===== config.mk =====
export PLATFORM = sky130hd
export DESIGN_NAME = phase_to_sine
export DESIGN_NICKNAME = d
export VERILOG_FILES = /design/src/rtl/phase_to_sine_pkg.sv /design/src/rtl/phase_to_sine_avg.sv /design/src/rtl/phase_to_sine.sv
export SDC_FILE = /design/constraint.sdc
export NUM_CORES = 1
export LEC_CHECK = 0
export CAP_MARGIN = 20
export CORE_MARGIN = 2
export CORE_UTILIZATION = 45
export CTS_CLUSTER_DIAMETER = 100
export DETAILED_ROUTE_END_ITERATION = 16
export PLACE_DENSITY = 0.66
export SLEW_MARGIN = 5
export SYNTH_ARGS = -nofsm -noshare
export SYNTH_HDL_FRONTEND = slang
export SYNTH_SLANG_ARGS = --single-unit

===== constraint.sdc =====
create_clock -name clk -period 3.5 [get_ports clk]
set_input_delay 0.875 -clock clk [delete_from_list [all_inputs] [get_ports clk]]
set_output_delay 0.875 -clock clk [all_outputs]
set_load 0.005 [all_outputs]

===== src/rtl/phase_to_sine_pkg.sv =====
// Fixed-point widths and saturation constants for the interferometer phase-to-sine pipeline.
package phase_to_sine_pkg;

  localparam int PHASE_W = 16;
  localparam int K_W     = 18;
  localparam int OUT_W   = 12;
  localparam int PROD_W  = 34;

  localparam logic [OUT_W-1:0] SAT_POS = 12'h7FF;
  localparam logic [OUT_W-1:0] SAT_NEG = 12'h800;

  typedef struct packed {
    logic [OUT_W-1:0] dout;
    logic             sat;
  } out_t;

endpackage


===== src/rtl/phase_to_sine_avg.sv =====
// Block averager: sums 2^AVG_LOG2 phase differences and emits their floor mean.
module phase_avg
  import phase_to_sine_pkg::*;
#(
  parameter int AVG_LOG2 = 4
) (
  input  logic                      clk,
  input  logic                      rst,
  input  logic                      ce,
  input  logic signed [PHASE_W-1:0] diff_i,
  input  logic                      vld_i,
  input  logic                      sync_i,
  output logic signed [PHASE_W-1:0] mean_o,
  output logic                      vld_o
);

  localparam int ACC_W = PHASE_W + AVG_LOG2;
  localparam int CNT_W = (AVG_LOG2 > 0) ? AVG_LOG2 : 1;
  localparam logic [CNT_W-1:0] CNT_LAST = CNT_W'((1 << AVG_LOG2) - 1);

  logic signed [ACC_W-1:0]   acc_q, acc_d, acc_base, sum;
  logic        [CNT_W-1:0]   cnt_q, cnt_d, cnt_base;
  logic signed [PHASE_W-1:0] mean_q, mean_d;
  logic                      vld_q, vld_d;
  logic                      last;

  // sync is aligned with diff_i, so a sample arriving with it starts the new block
  always_comb begin
    acc_base = sync_i ? '0 : acc_q;
    cnt_base = sync_i ? '0 : cnt_q;
    sum      = acc_base + ACC_W'(diff_i);
    last     = (AVG_LOG2 == 0) || (cnt_base == CNT_LAST);
    acc_d    = acc_base;
    cnt_d    = cnt_base;
    mean_d   = mean_q;
    vld_d    = 1'b0;
    if (vld_i) begin
      if (last) begin
        acc_d  = '0;
        cnt_d  = '0;
        mean_d = PHASE_W'(sum >>> AVG_LOG2);
        vld_d  = 1'b1;
      end else begin
        acc_d = sum;
        cnt_d = cnt_base + 1'b1;
      end
    end
  end

  always_ff @(posedge clk or posedge rst) begin
    if (rst) begin
      acc_q  <= '0;
      cnt_q  <= '0;
      mean_q <= '0;
      vld_q  <= 1'b0;
    end else if (ce) begin
      acc_q  <= acc_d;
      cnt_q  <= cnt_d;
      mean_q <= mean_d;
      vld_q  <= vld_d;
    end
  end

  assign mean_o = mean_q;
  assign vld_o  = vld_q;

endmodule


===== src/rtl/phase_to_sine.sv =====
// Converts the A/B antenna phase difference into a block-averaged, scaled sin(theta)
// estimate in Q1.11 for the arcsin LUT. Four ce-gated stages: diff, mean, scale, clip.
module phase_to_sine
  import phase_to_sine_pkg::*;
#(
  parameter int                      AVG_LOG2 = 4,
  parameter logic signed [K_W-1:0]   K_COEF   = 18'sh10000
) (
  input  logic                      clk,
  input  logic                      rst,
  input  logic                      ce,
  input  logic signed [PHASE_W-1:0] phase_a,
  input  logic signed [PHASE_W-1:0] phase_b,
  input  logic                      din_valid,
  input  logic                      sync,
  output logic signed [OUT_W-1:0]   dout,
  output logic                      dout_valid,
  output logic                      sat
);

  // Q3.31 product fits Q1.31 exactly when its top three bits agree
  function automatic out_t saturate(input logic signed [PROD_W-1:0] p);
    out_t r;
    if (!p[PROD_W-1] && (p[PROD_W-2:PROD_W-3] != 2'b00)) begin
      r.dout = SAT_POS;
      r.sat  = 1'b1;
    end else if (p[PROD_W-1] && (p[PROD_W-2:PROD_W-3] != 2'b11)) begin
      r.dout = SAT_NEG;
      r.sat  = 1'b1;
    end else begin
      r.dout = p[PROD_W-3 -: OUT_W];
      r.sat  = 1'b0;
    end
    return r;
  endfunction

  logic signed [PHASE_W-1:0] diff_d, diff_p1_q;
  logic                      vld_p1_q, sync_p1_q;
  logic signed [PHASE_W-1:0] mean_p2;
  logic                      vld_p2;
  logic signed [PROD_W-1:0]  prod_d, prod_p3_q;
  logic                      vld_p3_q;
  logic        [OUT_W-1:0]   dout_q;
  logic                      dout_valid_q, sat_q;
  out_t                      res_d;

  // Stage 1: modulo-2^16 subtraction wraps the difference into [-pi, pi)
  assign diff_d = phase_a - phase_b;

  // Stage 2: block mean
  phase_avg #(
    .AVG_LOG2(AVG_LOG2)
  ) u_avg (
    .clk   (clk),
    .rst   (rst),
    .ce    (ce),
    .diff_i(diff_p1_q),
    .vld_i (vld_p1_q),
    .sync_i(sync_p1_q),
    .mean_o(mean_p2),
    .vld_o (vld_p2)
  );

  // Stage 3/4: full-precision scale, then clip to Q1.11
  assign prod_d = PROD_W'(mean_p2) * PROD_W'(K_COEF);
  assign res_d  = saturate(prod_p3_q);

  always_ff @(posedge clk or posedge rst) begin
    if (rst) begin
      diff_p1_q    <= '0;
      vld_p1_q     <= 1'b0;
      sync_p1_q    <= 1'b0;
      prod_p3_q    <= '0;
      vld_p3_q     <= 1'b0;
      dout_q       <= '0;
      sat_q        <= 1'b0;
      dout_valid_q <= 1'b0;
    end else if (ce) begin
      diff_p1_q    <= diff_d;
      vld_p1_q     <= din_valid;
      sync_p1_q    <= sync;
      prod_p3_q    <= prod_d;
      vld_p3_q     <= vld_p2;
      dout_valid_q <= vld_p3_q;
      if (vld_p3_q) begin
        dout_q <= res_d.dout;
        sat_q  <= res_d.sat;
      end
    end
  end

  assign dout       = dout_q;
  assign sat        = sat_q;
  assign dout_valid = dout_valid_q;

endmodule


Yosys cells after proc, flatten, opt, wreduce, memory -nomap -nowiden
Cells that the tools add are included.
W data, S select, Z words.
Word-level totals
  register bits: 90
  bits in latches: 0
  bits in writable memories: 0
  ROM bits: 0
  input port bits: 37
  word-level logic and storage cells: 33
  memories kept: 0
Operators by class
  add/subtract/negate cells: 3
  multiply operators: 0
  divide/modulo/power cells: 0
  $lt $le $gt $ge: 0
  eq/ne operators: 2
  shift-type cells: 0
  muxes and demuxes: 10
  bitwise gates (word level): 0
  reduce and logical (&&, ||, !) cells: 6
Operator list (count)
  $mux W20: 3
  $mux W13: 2
  $add A20 B16 Y20: 1
  $sub A16 B16 Y16: 1
  $mux W4: 3
  $add A4 B1 Y4 const B: 1
  $eq A4 B4 Y1 const B: 1
  $reduce_and A3 Y1: 1
  $logic_and A1 B1 Y1: 2
  $mux W1: 2
  $ne A2 B2 Y1 const B: 1
  $reduce_and A2 Y1: 1
  $reduce_bool A2 Y1: 1
  $logic_not A1 Y1: 1

Depth between registers and ports, before layout
  word-level depth: 4
  depth in mapped cells: 11
  depth with buffers taken out: 10

Modules after synthesis
A second synthesis with hierarchy kept.
Unflattened totals
  cell total of the unflattened synthesis: 476
  area total of the unflattened synthesis: 5032.3 µm²
By module, submodules not included
  phase_avg: instances 1, cells each 261, area each 2568.7 µm²
  phase_to_sine: instances 1, cells each 215, area each 2463.6 µm²

Worst setup path after synthesis
OpenSTA, ideal clock, no wires.
  path type: input-to-reg
  start point: input phase_a[0]
  end point: register diff_p1_q[14]
  setup time: 0.146 ns
  arrival: 2.569 ns
  data required time: 3.354 ns
  path slack: 0.786 ns
  stages: 10
  path buffers: 0
  path through: inv_1 -> ha_1 -> fa_1 -> nor2b_1 -> o21a_1 -> o21ai_0 -> a21o_1 -> a211oi_1 -> mux2i_1 -> o311ai_0
On the way
  word-level cells in the longest chain between the ends: 1
RTL lines
  start: declaration: RTL line phase_to_sine.sv:12  | input logic signed [PHASE_W-1:0] phase_a,
  $sub A16 B16 Y16: RTL line phase_to_sine.sv:48  | assign diff_d = phase_a - phase_b;
  end signal: assignment: RTL line phase_to_sine.sv:79  | diff_p1_q <= diff_d;
  end: declaration: RTL line phase_to_sine.sv:37  | logic signed [PHASE_W-1:0] diff_d, diff_p1_q;
No other way between the ends.
A chain may end at the register's enable or synchronous reset.

Worst setup path after layout
  start point: input phase_a[0]
  end point: register diff_p1_q[12]
Same word-level chain as after synthesis.

==> impl_metrics.ini <==
[status]
outcome = completed

[sta]
fin_setup_tns_ns = 0
timing.final.crit_share_pct = 86.33
clock_skew_ns = 0.007065
finalMaxSlewViolations = 0
setup-violations-final = 0
tightest_slew_ns = 1.040
grt_setup_unrepaired = no
finalHoldViolations = 0
min_period_ns = 3.022
whs_ns = 0.4789
max_freq_mhz = 331.0
slew_headroom_pct = 30.66

[finish]
final_util_pct = 53.78
antennaDiodeCount = 0
drive_gt1_share_pct = 14.68
num-nets-final = 614
synthToLayoutAreaGrowth_pct = 17.32

[pwr]
p_per_area_nw_per_um2 = 539.1
leakagePower_nw = 2.775
peakVddDrop_uv = 231.6

[logic_synthesis]
ys_ff_latch = 81
ys_top_cells_by_area = dfrtp_1, mux2_2, ha_1
ys_seq_area_share_pct = 41.15
syn_inst = 491
post-synth-top-count-cell = dfrtp_1
ys_warn_count = 0
syn_nets = 565
synth_edf_count = 0
synth_top_area_share_pct = 41.15
synth_async_sr_flop_share_pct = 100.0
synth_common_cells = dfrtp_1, nand2_1, mux2_2, ha_1, a21oi_1
syn_avg_cell_area_um2 = 10.03
synth_cell_types = 56
synth_top_area_cell = dfrtp_1
ys.flop_type = dfrtp_1
netlist_area_um2 = 4926

[setup_path]
crit_path_frequent_cell = a21oi_1
worst_ep_arrival_time_ns = 3.28
start_kind = input pin
crit_slowest_cell = clkdlybuf4s50_1
endpoint_kind = register
cp_top_family = compound AO/OA/AOI/OAI gates
path_buf_inv = 2
max_stage_delay_ns = 0.45
path_cells = clkdlybuf4s50_1 > inv_1 > ha_1 > fa_1 > nor2b_1 > o21a_1 > o21ai_0 > a21o_1 > a21oi_1 > a21oi_1 > o311ai_1
worstSetupPathType = in -> reg
crit_fanout = 3
required_ns = 3.76

[die]
num_io_pins = 51
dieArea_um2 = 11800
fp.dieH_um = 108.6
initial_utilization_pct = 45.84
die_x_um = 108.6
core-area_um2 = 10750
rows = 38

[routing]
drt_iter0_markers = 191
viasPerCell = 5.507
wl_per_cell_um = 14.58
drc = 0
wl_um = 9986
firstDrtPassIters = 4
postRouteAntennaNets = 0
via_count = 3772

[cts]
cts_repair_resize_count = 0
htreeDepth = 3
cts_hold_buffers = 0
cts_root_buf = clkbuf_8
insertion_delay_ns = 0.36
cts_buffers = 9
cts.clk_slew.worst_paths_ns = 0.08
cts_tree = done
cts_sinks = 81
cts_max_path_buffers = 2
cts_setup_buffers = 0

[run]
maxCapViolCount = 0

[global_routing]
grt_max_degree = 50
grt_pass1_vias = 3660
grt_pass1_wl_um = 16880
grt_overflow = 0
antenna_found_initial = 0
grt_use_total_pct = 18.17

[placement]
port_buffers = 49
dp_hpwl_um = 7434
gp_congestion = 0.8794

[min_path]
worst_hold_path_type = reg -> reg
-- worst paths after layout --
kind / end / from / slack (ns) / cells after the start
min in group asynchronous: u_avg.acc_q[17]$_DFFE_PP0P_ / rst / 0.89 / 2
hold / removal: u_avg.mean_o[4]$_DFFE_PP0P_ / u_avg.mean_o[4]$_DFFE_PP0P_ / 0.48 / 2
max in group asynchronous: u_avg.mean_o[5]$_DFFE_PP0P_ / rst / 1.97 / 3
setup / recovery: diff_p1_q[12]$_DFFE_PP0P_ / phase_a[0] / 0.48 / 11
hold reg to reg: u_avg.mean_o[4]$_DFFE_PP0P_ / u_avg.mean_o[4]$_DFFE_PP0P_ / 0.48 / 2
setup reg to reg: u_avg.acc_q[16]$_DFFE_PP0P_ / sync_p1_q$_DFFE_PP0P_ / 0.51 / 10
-- final cells by class --
type,count,area [µm²]
fill,1011,4966
multi-input combinational,370,2748
sequential,81,2027
timing repair buffer,54,535.5
tap,140,175.2
clock buffer,10,137.6
inverter,24,91.34
clock inverter,6,65.06
-- registers in the layout, indices dropped and copies added (netlist names) --
| register | count |
|---|---|
| u_avg.cnt_q | 4 |
| dout | 12 |
| sync_p1_q | 1 |
| prod_p3_q | 12 |
| vld_p3_q | 1 |
| u_avg.mean_o | 12 |
| dout_valid | 1 |
| diff_p1_q | 16 |
| vld_p1_q | 1 |
| u_avg.vld_o | 1 |
| u_avg.acc_q | 20 |
-- layout by cell type (no fill, tap or decap), types with 6 or more instances in the layout --
cell type,n
nor3_1,7
mux2_2,40
nand2_1,41
clkdlybuf4s50_1,48
nand3_1,9
inv_1,23
a22o_1,10
nor2b_1,27
ha_1,35
a21oi_1,28
clkbuf_8,10
xnor2_1,21
a21o_1,17
o21ai_0,25
dfrtp_1,81
nand4_1,6
nor2_1,22
-- where the power goes --
group          total (mW)  internal, mW  switching, mW
clock               0.689         0.350          0.339
combinational        1.24         0.559          0.677
sequential           1.19          1.09          0.102
total                3.12          2.00           1.12
-- per-stage QoR --
stage / total power, mW / cells / cell area (µm²) / setup WS (ns)
2_1_floorplan: 2.144 / 491 / 4926 / 0.5449
3_3_place_gp: 2.394 / 669 / 5577 / 0.1726
3_5_place_dp: 2.427 / 669 / 5577 / 0.08253
4_1_cts: 3.134 / 685 / 5779 / 0.4568
5_1_grt: 3.332 / 685 / 5779 / 0.2508
6_report: 3.115 / 685 / 5779 / 0.4784
-- per-layer routing --
layer	vias up	global-route usage [%]	wire [µm]
met3	13	2.032	383
li1	1865	-	-
met2	80	31.52	4787
met1	1814	22.98	4636
met5	-	0	0
met4	0	7.784	178
-- cell families after synthesis --
logic type      synth area share, %
flops                         41.15
other cells                 0.07613
mux                           9.652
buf+inv                       3.150
compound gates                17.17
xor+xnor                      4.623
fa+ha+maj                     9.703
simple gates                  14.48
-- tightest hold or removal path: stages, from the launching register on --
cell and delay, ns:
dfrtp_1 0.34, nand2_1 0.05, nand2_1 0.05
Note: power is estimated with default switching activity, not from simulation.
